**config.mk**
```make
export PLATFORM = sky130hd
export DESIGN_NAME = instr_fetch
export DESIGN_NICKNAME = d
export VERILOG_FILES = /design/src/rtl/instr_fetch.sv
export SDC_FILE = /design/constraint.sdc
export NUM_CORES = 1
export LEC_CHECK = 0
export ABC_AREA = 1
export CAP_MARGIN = 0
export CORE_MARGIN = 2
export CORE_UTILIZATION = 45
export CTS_BUF_LIST = sky130_fd_sc_hd__clkbuf_16
export DETAILED_ROUTE_END_ITERATION = 8
export GPL_ROUTABILITY_DRIVEN = 0
export PLACE_DENSITY = 0.81
export SETUP_SLACK_MARGIN = 0.1
export SLEW_MARGIN = 25
export SYNTH_ARGS = -nofsm -noshare
export SYNTH_HDL_FRONTEND = slang
export SYNTH_SLANG_ARGS = --single-unit
```
**constraint.sdc**
```tcl
create_clock -name clk -period 1.84 [get_ports clk]
set_input_delay 0.276 -clock clk [delete_from_list [all_inputs] [get_ports clk]]
set_output_delay 0.276 -clock clk [all_outputs]
set_load 0.01 [all_outputs]
```
**src/rtl/instr_fetch.sv**
```systemverilog
// instr_fetch: RV32 instruction fetch stage.
// Holds the PC and keeps at most one word-fetch outstanding on the imem
// request/response channel. The fetched word and its PC are held for decode
// under a valid/ready handshake. A taken-branch redirect from execute replaces
// the PC and squashes any in-flight or held instruction.
//
// Optional feature macro: IFETCH_ALIGN_CHK_EN
//   defined   : a misaligned redirect target sets sticky fetch_err and halts fetch
//   undefined : redirect_pc[1:0] is forced to 00, fetch_err tied 0
//
// Ports:
//   clk, rst                         clock, synchronous active-high reset
//   imem_req_valid/ready, imem_addr  fetch request (addr = pc), combinational
//   imem_rsp_valid, imem_rsp_data    one-cycle response pulse with fetched word
//   instr_valid/ready, instr,        registered instruction + PC to decode
//   instr_pc
//   redirect, redirect_pc            taken-branch pulse and target
//   fetch_err                        misaligned-target error (sticky)
module instr_fetch #(
  parameter logic [31:0] RESET_PC  = 32'h0000_0000,
  parameter logic [31:0] NOP_INSTR = 32'h0000_0013
) (
  input  logic        clk,
  input  logic        rst,
  output logic        imem_req_valid,
  input  logic        imem_req_ready,
  output logic [31:0] imem_addr,
  input  logic        imem_rsp_valid,
  input  logic [31:0] imem_rsp_data,
  output logic        instr_valid,
  input  logic        instr_ready,
  output logic [31:0] instr,
  output logic [31:0] instr_pc,
  input  logic        redirect,
  input  logic [31:0] redirect_pc,
  output logic        fetch_err
);

  localparam int unsigned XLEN = 32;

  typedef enum logic [1:0] {
    S_REQ  = 2'd0,
    S_WAIT = 2'd1,
    S_HOLD = 2'd2
  } state_t;

  state_t            r_state, w_state_nxt;
  logic [XLEN-1:0]   r_pc, w_pc_nxt;
  logic              r_discard, w_discard_nxt;
  logic              r_instr_valid, w_instr_valid_nxt;
  logic [XLEN-1:0]   r_instr, w_instr_nxt;
  logic [XLEN-1:0]   r_instr_pc, w_instr_pc_nxt;

  logic              w_halt;
  logic              w_err_set;
  logic [XLEN-1:0]   w_redirect_tgt;

`ifdef IFETCH_ALIGN_CHK_EN
  logic r_fetch_err;

  // First misaligned redirect latches the error; fetch stays halted until rst.
  assign w_err_set      = redirect && !r_fetch_err && (redirect_pc[1:0] != 2'b00);
  assign w_halt         = r_fetch_err;
  assign w_redirect_tgt = redirect_pc;

  always_ff @(posedge clk) begin
    if (rst) begin
      r_fetch_err <= 1'b0;
    end else if (w_err_set) begin
      r_fetch_err <= 1'b1;
    end
  end

  assign fetch_err = r_fetch_err;
`else
  assign w_err_set      = 1'b0;
  assign w_halt         = 1'b0;
  assign w_redirect_tgt = redirect_pc & 32'hFFFF_FFFC;
  assign fetch_err      = 1'b0;
`endif

  // Request side is combinational from state/pc; suppressed during reset and halt.
  assign imem_req_valid = (r_state == S_REQ) && !rst && !w_halt;
  assign imem_addr      = r_pc;

  assign instr_valid = r_instr_valid;
  assign instr       = r_instr;
  assign instr_pc    = r_instr_pc;

  // Next-state and next-output logic; redirect has priority over normal flow.
  always_comb begin
    w_state_nxt       = r_state;
    w_pc_nxt          = r_pc;
    w_discard_nxt     = r_discard;
    w_instr_valid_nxt = r_instr_valid;
    w_instr_nxt       = r_instr;
    w_instr_pc_nxt    = r_instr_pc;

    if (w_halt) begin
      // Halted: no requests, any late response is ignored.
      w_state_nxt       = S_REQ;
      w_discard_nxt     = 1'b0;
      w_instr_valid_nxt = 1'b0;
      w_instr_nxt       = NOP_INSTR;
    end else if (redirect) begin
      w_instr_valid_nxt = 1'b0;
      w_instr_nxt       = NOP_INSTR;
      if (w_err_set) begin
        w_state_nxt   = S_REQ;
        w_discard_nxt = 1'b0;
      end else begin
        w_pc_nxt = w_redirect_tgt;
        unique case (r_state)
          S_REQ: begin
            // An accepted request now belongs to the old path; drop its word.
            if (imem_req_ready) begin
              w_state_nxt   = S_WAIT;
              w_discard_nxt = 1'b1;
            end
          end
          S_WAIT: begin
            if (imem_rsp_valid) begin
              w_state_nxt   = S_REQ;
              w_discard_nxt = 1'b0;
            end else begin
              w_discard_nxt = 1'b1;
            end
          end
          S_HOLD: w_state_nxt = S_REQ;
          default: w_state_nxt = S_REQ;
        endcase
      end
    end else begin
      unique case (r_state)
        S_REQ: begin
          if (imem_req_ready) w_state_nxt = S_WAIT;
        end
        S_WAIT: begin
          if (imem_rsp_valid) begin
            if (r_discard) begin
              w_discard_nxt = 1'b0;
              w_state_nxt   = S_REQ;
            end else begin
              w_instr_nxt       = imem_rsp_data;
              w_instr_pc_nxt    = r_pc;
              w_instr_valid_nxt = 1'b1;
              w_pc_nxt          = r_pc + 32'd4;
              w_state_nxt       = S_HOLD;
            end
          end
        end
        S_HOLD: begin
          if (instr_ready) begin
            w_instr_valid_nxt = 1'b0;
            w_instr_nxt       = NOP_INSTR;
            w_state_nxt       = S_REQ;
          end
        end
        default: w_state_nxt = S_REQ;
      endcase
    end
  end

  // State and registered outputs.
  always_ff @(posedge clk) begin
    if (rst) begin
      r_state       <= S_REQ;
      r_pc          <= RESET_PC;
      r_discard     <= 1'b0;
      r_instr_valid <= 1'b0;
      r_instr       <= NOP_INSTR;
      r_instr_pc    <= 32'h0000_0000;
    end else begin
      r_state       <= w_state_nxt;
      r_pc          <= w_pc_nxt;
      r_discard     <= w_discard_nxt;
      r_instr_valid <= w_instr_valid_nxt;
      r_instr       <= w_instr_nxt;
      r_instr_pc    <= w_instr_pc_nxt;
    end
  end

endmodule

```
==> impl_metrics.toml <==
[yosys]
yosysSeqAreaShare_pct = 41.9
netlist.top_cell.by_area = "dfxtp_1"
synthTopCellsByArea = "dfxtp_1 42%, nand2_1 16%, a21oi_1 6.9%"
ys_ff_latch = 96
yosysUniqueCellTypes = 38
synth_area_per_cell_um2 = 7.03
synth_flop_cell = "dfxtp_1"
synth_edf_count = 0
synth_top_area_share_pct = 41.9
syn_area_mm2 = 0.00459
yosys_warnings = 0
syn_inst = 653
async_flop_share_pct = 0

[cells_and_area]
finalInstanceArea_mm2 = 0.00660
syn_to_final_growth_pct = 43.8
drive_above_1_share_pct = 8.50
finalNonFillerCells = 945
antenna_cells = 0
final_cell_mix = "200 x nand2_1, 160 x clkdlybuf4s50_1, 94 x dfxtp_1"
final_core_util_pct = 67.2
final_common_cell = "nand2_1"
layout.nets = 879

[worst_setup_path]
end_kind = "output pin"
critPathMaxFanout = 6
path_buf_inv = 1
cp_slowest_cell = "clkdlybuf4s50_1"
worstPathCellList = "clkdlybuf4s50_1"
arrival_ns = 1.43
worstSetupStartpointType = "flip-flop"
crit_type = "flip-flop to output pin"
worstPathRequired_ns = 1.56
cpPeakStageDelay_ns = 0.60
path_delay_family = "buffers and inverters"

[routing]
via_per_inst = 5.21
wl_per_cell_um = 14.9
drtAntennaViolNets = 0
drt_iter0_drc = 341
drtPass1Iterations = 5
drc = 0
wl_mm = 14.1
vias = 4926

[grt]
grt_max_degree = 54
antenna_found_initial = 0
grt_pass1_wl_mm = 22.3
grt_usage_pct = 25.0
grt-ovfl-total = 0
first_global_vias = 4611

[die]
rows = 36
die-height_um = 105
start_util_pct = 46.7
die_w_um = 105
io_pins = 169
dieArea_mm2 = 0.0110
core_area_mm2 = 0.00982

[sta]
hold_viol = 0
holdWs_ns = 0.460
final.min_clock_period_ns = 1.71
grt_setup_unrepaired = "no"
fin_crit_sh_pct = 93.0
setup_viol = 0
skew_ns = 0.00448
fmax_ghz = 0.585
finalMaxSlewViolations = 0

[pwr]
p_switching_uw = 1300
peakVddDrop_v = 0.000423
power_density_mw_per_mm2 = 744
pwr-share-clk_pct = 38.6
power.total_uw = 4910
seqPwrFrac_pct = 45.9
combPwrFrac_pct = 15.5
switching_share_pct = 26.5
leakagePower_uw = 0.00239
intPower_uw = 3600

[status]
status = "finished, final reports clean"

[placement]
dpl.hpwl_mm = 10.4
placed_area_mm2 = 0.00630
placedCellCount = 930
port-buffer-count = 161

[clocking]
post_cts_buffers = 0
cts_made_buffers = 9
cts_hold_buf = 0
htree_levels = 3
clk_latency_ns = 0.35
cts_tree = "done"
cts.clk_slew.worst_paths_ns = 0.06
clock_path_buffers = 2
clock_sinks = 96
cts-root-buf = "clkbuf_16"

[job]
cap_violations = 0

[hold_path]
hp-class = "flip-flop to flip-flop"
## path summary, 6_finish.rpt
check                           depth (start not counted)         start            end  slack (ns)
worst max register to register                         10  imem_addr[2]  imem_addr[20]        0.22
worst min register to register                          2     instr[19]      instr[19]        0.46
worst max-delay path                                    1  imem_addr[9]   imem_addr[9]        0.13
worst min-delay path                                    2     instr[19]      instr[19]        0.46
## through the flow
stage / setup slack (ns) / TNS, ns
6_report: 0.129 / 0
5_1_grt: 0.106 / 0
4_1_cts: 0.133 / 0
3_5_place_dp: -0.0310 / -0.0969
3_3_place_gp: 0.0207 / 0
2_1_floorplan: 0.356 / 0
## power by group through the flow
stage          Clock [uW]  Combinational [uW]  Sequential, uW
2_1_floorplan           0                 338            2310
6_report             1890                 762            2250
3_5_place_dp            0                 757            2300
3_3_place_gp            0                 741            2290
4_1_cts              1910                 760            2250
5_1_grt              1980                 824            2260
## cells by family after synthesis
family	count (synthesis)	synth area share (%)
DFF	96	41.9
AOI/OAI and AO/OA	125	15.6
other	1	0.0817
adders and majority gates	1	0.273
and+or+nand+nor	349	33.4
buffers and inverters	81	8.75
## cell usage after synthesis, types with 8 or more instances
cell type and n:
a21oi_1 63, nor2_4 8, clkbuf_1 11, o21ai_0 32, buf_4 11, a31oi_1 8, inv_1 39, buf_2 11
nor2_1 72, dfxtp_1 96, nand2_1 200, nand3_1 42
## routing by layer
metal,track usage (%),part of all wire (%),routed length (um)
met1,31.4,41,5800
met2,41.6,48,6800
met3,4.30,7.1,997
met4,11.6,3.3,461
met5,0,0,0
## cell type report
class	count	area, um^2
sequential	96	1920
fill	871	3220
timing repair buffer	178	1760
inverter	43	166
tap	133	166
clock inverter	6	68.8
multi-input combinational	480	2280
clock buffer	9	225
## registers in the layout (all words and copies together), names as in the netlist
signal       count
instr           32
imem_addr       30
instr_pc        30
r_state          2
instr_valid      1
r_discard        1
## repair_timing
item,CTS,global route
resized for setup,1,3
cloned,0,0
pin swaps,0,2
endpoints found under the setup margin,1,9
Power figures use the tool's default switching activity.
==> patch 1 (same flow settings) <==
Add a define of `IFETCH_ALIGN_CHK_EN`.
--- a/src/rtl/instr_fetch.sv
+++ b/src/rtl/instr_fetch.sv
@@ -16,6 +16,8 @@
 //   instr_pc
 //   redirect, redirect_pc            taken-branch pulse and target
 //   fetch_err                        misaligned-target error (sticky)
+`define IFETCH_ALIGN_CHK_EN
+
 module instr_fetch #(
   parameter logic [31:0] RESET_PC  = 32'h0000_0000,
   parameter logic [31:0] NOP_INSTR = 32'h0000_0013
Check against the original RTL: not equivalent (Yosys sat finds a counterexample within 4 cycles, from zero or initial values and one cycle with rst high).
==> patch 1 against the unedited design <==
  * Critical path type unchanged
  * Routed wire length increased by 10%
  * Design area rose by 7.6%
  * Maximum frequency barely moved
  * Sequential cell count is 5 higher
  * Non-clock buffer count is 27 higher
  * Global-route usage up 1.4 points
  * Power decreased by 1.8%
  * Critical path depth unchanged
  * Hold slack got worse by 0.25 ns
  * First-iteration DRC count rose by 23%
  * Area after synthesis is 4.7% higher
  * Setup slack hardly changed
==> patch 1: results (changes against the unedited design) <==
Root Buffer Master=sky130_fd_sc_hd__clkbuf_16; Pre-antenna DRT Iters=5 (unchanged); number of violations of the max-capacitance limit=0 (unchanged); cell leakage power=2.45 nW (+2.6%); fraction of synthesis flops using an asynchronous set or reset pin=0 (unchanged); FF-to-FF End=imem_addr[30]; layout cell share with drive strength beyond 1=0.100 (+0.0154); final routed wirelength across all metal layers=15.5 mm (+10%); overall fraction of global-route tracks in use=0.264 (+0.0139); H-Tree Depth=3 (unchanged); post-synthesis sequential area ratio=0.421 (+0.00218); antenna violations before repair=0 (unchanged); most area-consuming cells after synthesis=sky130_fd_sc_hd__dfxtp_1, sky130_fd_sc_hd__nand2_1, sky130_fd_sc_hd__a21oi_1; number of cells traversed by the worst register-to-register path=10 (unchanged); synthesized net count=slightly below 800; TritonCTS buffer count=9 (unchanged); slack of the worst reg-to-reg path=0.20 ns (-0.02 ns); Port-buffer cells=168 (+4.3%); synth unique cells=35 (-7.9%); biggest fanout along the worst timing path=6 (unchanged); Slowest-stage cell, CP=sky130_fd_sc_hd__clkdlybuf4s50_1; startpoint of the worst register-to-register path=imem_addr[2]; routed vias=5477 (+11%); critical path's largest stage delay=0.60 ns (about the same); Worst Hold Path EP=r_state[1]; largest net degree at the start of global routing=60 (+11%); first-pass GRT wire length=24.5 mm (+10%); HP Start=rst; dpl cell area=0.00677 mm2 (+7.4%); setup TNS=0 ns (unchanged); Layout fillers=817 (-6.2%); cts-stage hold buffer count=0 (unchanged); WHS Path Cells=3 (+1); worst clock skew on the final layout=0.00915 ns (+0.00468 ns); run status=complete, no violations; worst min-delay path class=in -> reg; number of DRC violations after detailed-routing iteration 0=419 (+23%); clk slew on worst S/H paths=0.08 ns (+0.02 ns); via count of the first global-routing pass=5149 (+12%); antenna diode instance count=0 (unchanged); kind of cell adding the most delay to the critical path=buffers and inverters; deepest clock path buffer count=2 (unchanged); actual slew at the worst max-slew pin=0.622 ns; most numerous cell types in the synthesized netlist=sky130_fd_sc_hd__nand2_1, sky130_fd_sc_hd__dfxtp_1, sky130_fd_sc_hd__a21oi_1, sky130_fd_sc_hd__nor2_1, sky130_fd_sc_hd__nand3_1; placed wire-length estimate=11.3 mm (+9.5%); largest voltage drop on the vdd net=0.000615 V (+45%); net count of the finished layout=973 (+11%); origin of the worst setup path=imem_addr[17]
## patch 1: cell types whose count changed in the layout (fill, tap and decap cells not counted), moves of 8 or more
| cell | delta |
|---|---|
| sky130_fd_sc_hd__nand2_1 | +38 |
| sky130_fd_sc_hd__o21ai_0 | -8 |
| sky130_fd_sc_hd__nor2_1 | +11 |
| sky130_fd_sc_hd__dfxtp_2 | +15 |
| sky130_fd_sc_hd__nand3_1 | +25 |
| sky130_fd_sc_hd__buf_4 | +18 |
| sky130_fd_sc_hd__a21oi_1 | +29 |
| sky130_fd_sc_hd__dfxtp_1 | -10 |
## patch 1: cell families after synthesis
group,count (synthesis),share of synthesized area
buffers and inverters,76,0.0743
DFF,101,0.421
xor gates and xnor gates,3,0.00547
AOI/OAI and AO/OA,129,0.140
and+or+nand+nor,414,0.356
adders and majority gates,1,0.00261
## patch 1: final cells by class
type / instances / area (um2) / share of cell area
Multi-Input combinational cell: 547 / 2460 / 0.346
Sequential cell: 101 / 2040 / 0.288
Timing Repair Buffer: 205 / 2000 / 0.282
Clock buffer: 9 / 225 / 0.0317
Tap cell: 136 / 170 / 0.0240
Inverter: 38 / 143 / 0.0201
Clock inverter: 7 / 61.3 / 0.00863
## patch 1: layer usage
metal / up-vias / global-route usage / part of all wire
li1: 2702 / - / -
met5: - / 0 / 0
met1: 2464 / 0.329 / 0.42
met3: 40 / 0.0545 / 0.084
met4: 0 / 0.0844 / 0.023
met2: 271 / 0.454 / 0.48
## patch 1: through the flow
stage | power (mW) | worst slack [ns] | hold slack, ns | cells | utilization
2_1_floorplan | 2.64 | 0.271 | 0.413 | 724 | -
3_3_place_gp | 3.01 | 0.0122 | 0.447 | 1027 | 0.655
3_5_place_dp | 3.03 | -0.0557 | 0.450 | 1027 | 0.655
4_1_cts | 4.82 | 0.101 | 0.208 | 1043 | 0.684
5_1_grt | 4.98 | 0.0827 | 0.230 | 1043 | 0.688
6_report | 4.82 | 0.130 | 0.214 | 1043 | 0.688
## patch 1: power by group
part / total, mW / internal [mW] / switching, mW
clock: 1.82 / 0.937 / 0.888
combinational: 0.687 / 0.351 / 0.336
sequential: 2.31 / 2.24 / 0.0718
total: 4.82 / 3.52 / 1.30
## patch 1: worst max-delay path by stage
stage,endpoint,depth (start not counted)
floorplan,imem_addr[26],10
global placement,instr_pc[0],7
detailed placement,instr_pc[23],7
CTS,imem_addr[21],1
global route,imem_addr[30],10
finish,imem_addr[17],1
## patch 1: what timing repair did
| item | CTS | global route |
|---|---|---|
| endpoints found under the setup margin | 6 | 23 |
| pin swaps | 0 | 1 |
| gates resized for setup | 5 | 23 |
## patch 1: tightest hold or removal path, cell delays in order
cell                     delay (ns)
sky130_fd_sc_hd__buf_2         0.09
sky130_fd_sc_hd__nor2_1        0.05
sky130_fd_sc_hd__o21a_1        0.10
==> patch 2 (same settings) <==
Without the edit above. Re-encode `state_t` (3 states) as one-hot, 3 bits wide.
--- a/src/rtl/instr_fetch.sv
+++ b/src/rtl/instr_fetch.sv
@@ -38,10 +38,10 @@
 
   localparam int unsigned XLEN = 32;
 
-  typedef enum logic [1:0] {
-    S_REQ  = 2'd0,
-    S_WAIT = 2'd1,
-    S_HOLD = 2'd2
+  typedef enum logic [2:0] {
+    S_REQ  = 3'b001,
+    S_WAIT = 3'b010,
+    S_HOLD = 3'b100
   } state_t;
 
   state_t            r_state, w_state_nxt;
Behaviour: same outputs for any inputs over 4 cycles, from zero or initial values and one cycle with rst high; so few cycles prove little.
==> patch 2 against the unedited design <==
  * Area after synthesis is 2.1% lower
  * Count of clock-buffer cells in the layout unchanged
  * Sequential cell count rose by 1
  * Design area up 3.3%
  * Setup slack about the same
  * Power down 3.2%
  * Routed wire length grew 8.1%
  * Cell count is 3.7% higher
==> patch 2: results (changes against the unedited design) <==
combinational gate power=0.622 mW (-18%); fraction of synthesis flops using an asynchronous set or reset pin=0 (unchanged); layout cell share with drive strength beyond 1=0.0850 (about the same); FF-to-FF End=instr_pc[25]; synth unique cells=34 (-11%); HP Start=instr[28]; biggest fanout along the worst timing path=4 (-2); sequential-cell power consumption=2.21 mW (-2%); Worst Hold Path EP=instr[28]; met2 demand-to-capacity share in global routing=0.441 (+0.0257); max FFs per register=32 (unchanged); clk slew on worst S/H paths=~0.070 ns; Setup Slack @ Placement=-0.0155 ns (+0.0155 ns); worst clock skew on the final layout=0.00742 ns (+0.00295 ns); dpl cell area=0.00637 mm2 (+1.1%); first-pass GRT wire length=23.3 mm (+4.7%); cell leakage power=2.55 nW (+6.6%); largest net degree at the start of global routing=40 (-26%); GR Layer Usage met3=0.0370 (-0.00608); run status=complete, no violations; slack of the worst reg-to-reg path=0.14 ns (-0.08 ns); worst hold slack=0.463 ns (+0.00244 ns); critical path's largest stage delay=0.57 ns (-0.03 ns); net count of the finished layout=913 (+3.9%); number of cells traversed by the worst register-to-register path=8 (-2); number of DRC violations after detailed-routing iteration 0=376 (+10%); Pre-antenna DRT Iters=6 (+1); via count of the first global-routing pass=4926 (+6.8%); placed wire-length estimate=10.4 mm (+0.42%); post-synthesis sequential area ratio=0.432 (+0.0134); number of placed cells counting well taps=957 (+2.9%); switch share=0.253 (-0.0121); Layout fillers=803 (-7.8%); routed vias=5147 (+4.5%); synthesized instance count=666 (+2.0%); worst min-delay path class=reg -> reg; Detail Route met3 WL=1.13 mm (+13%); most area-consuming cells after synthesis=sky130_fd_sc_hd__dfxtp_1, sky130_fd_sc_hd__nand2_1, sky130_fd_sc_hd__a21oi_1; switching power=1.20 mW (-7.6%); met1 Usage GRT=0.332 (+0.0174); met2 routed wirelength=7.42 mm (+9.0%); largest voltage drop on the vdd net=0.000474 V (+12%); drt wl/cell=15.5 um (+4.3%); startpoint of the worst register-to-register path=r_state[1]; TritonCTS buffer count=9 (unchanged); final routed wirelength across all metal layers=15.2 mm (+8.1%); clock insertion delay at the later pin of the skew report=0.34 ns; most numerous cell types in the synthesized netlist=sky130_fd_sc_hd__nand2_1, sky130_fd_sc_hd__dfxtp_1, sky130_fd_sc_hd__nor2_1, sky130_fd_sc_hd__a21oi_1, sky130_fd_sc_hd__inv_1; overall fraction of global-route tracks in use=0.262 (+0.0122); Met1 Routed Length=6.11 mm (+5.3%); number of cells upsized or downsized after cts=1 (unchanged); area of all sequential standard cells=0.00194 mm2 (+0.97%)
## patch 2: changes by cell type after synthesis, moves of 4 or more
cell / unedited run / this run
sky130_fd_sc_hd__a21oi_1: 63 / 79
sky130_fd_sc_hd__a21oi_2: 4 / 0
sky130_fd_sc_hd__a31oi_1: 8 / 3
sky130_fd_sc_hd__inv_1: 39 / 45
sky130_fd_sc_hd__nor2_1: 72 / 86
sky130_fd_sc_hd__nor2_2: 5 / 1
sky130_fd_sc_hd__nor2_4: 8 / 1
sky130_fd_sc_hd__nor3_1: 7 / 1
sky130_fd_sc_hd__o21ai_0: 32 / 36
sky130_fd_sc_hd__xnor2_1: 0 / 4
## patch 2: cells by family after synthesis
| kind of cell | count (synthesis) | share of synthesized area |
|---|---|---|
| fa+ha+maj | 1 | 0.00279 |
| simple gates | 344 | 0.314 |
| flops | 97 | 0.432 |
| other cells | 1 | 0.000835 |
| buf+inv | 86 | 0.0861 |
| xor+xnor | 7 | 0.0136 |
| compound gates | 130 | 0.151 |
## patch 2: worst max path at each step
stage                       from              to  slack [ns]
floorplan           imem_addr[3]   imem_addr[26]        0.19
global placement             rst  imem_req_valid        0.08
detailed placement           rst  imem_req_valid       -0.02
CTS                 imem_addr[3]   imem_addr[16]        0.10
global route        imem_addr[3]   imem_addr[31]        0.04
finish              imem_addr[7]    imem_addr[7]        0.13
## patch 2: layout make-up
| class | instances | area share |
|---|---|---|
| multi-input cells | 487 | 0.326 |
| clock buffers | 9 | 0.0330 |
| inverters | 49 | 0.0270 |
| repair buffers | 198 | 0.294 |
| flip-flops and latches | 97 | 0.285 |
| clock inverters | 7 | 0.0114 |
| well taps | 133 | 0.0244 |
## patch 2: worst max-delay path: cells and delay by family (launching register included)
family | cells | cell delay, ns
flops | 1 | 0.37
buf+inv | 2 | 0.72
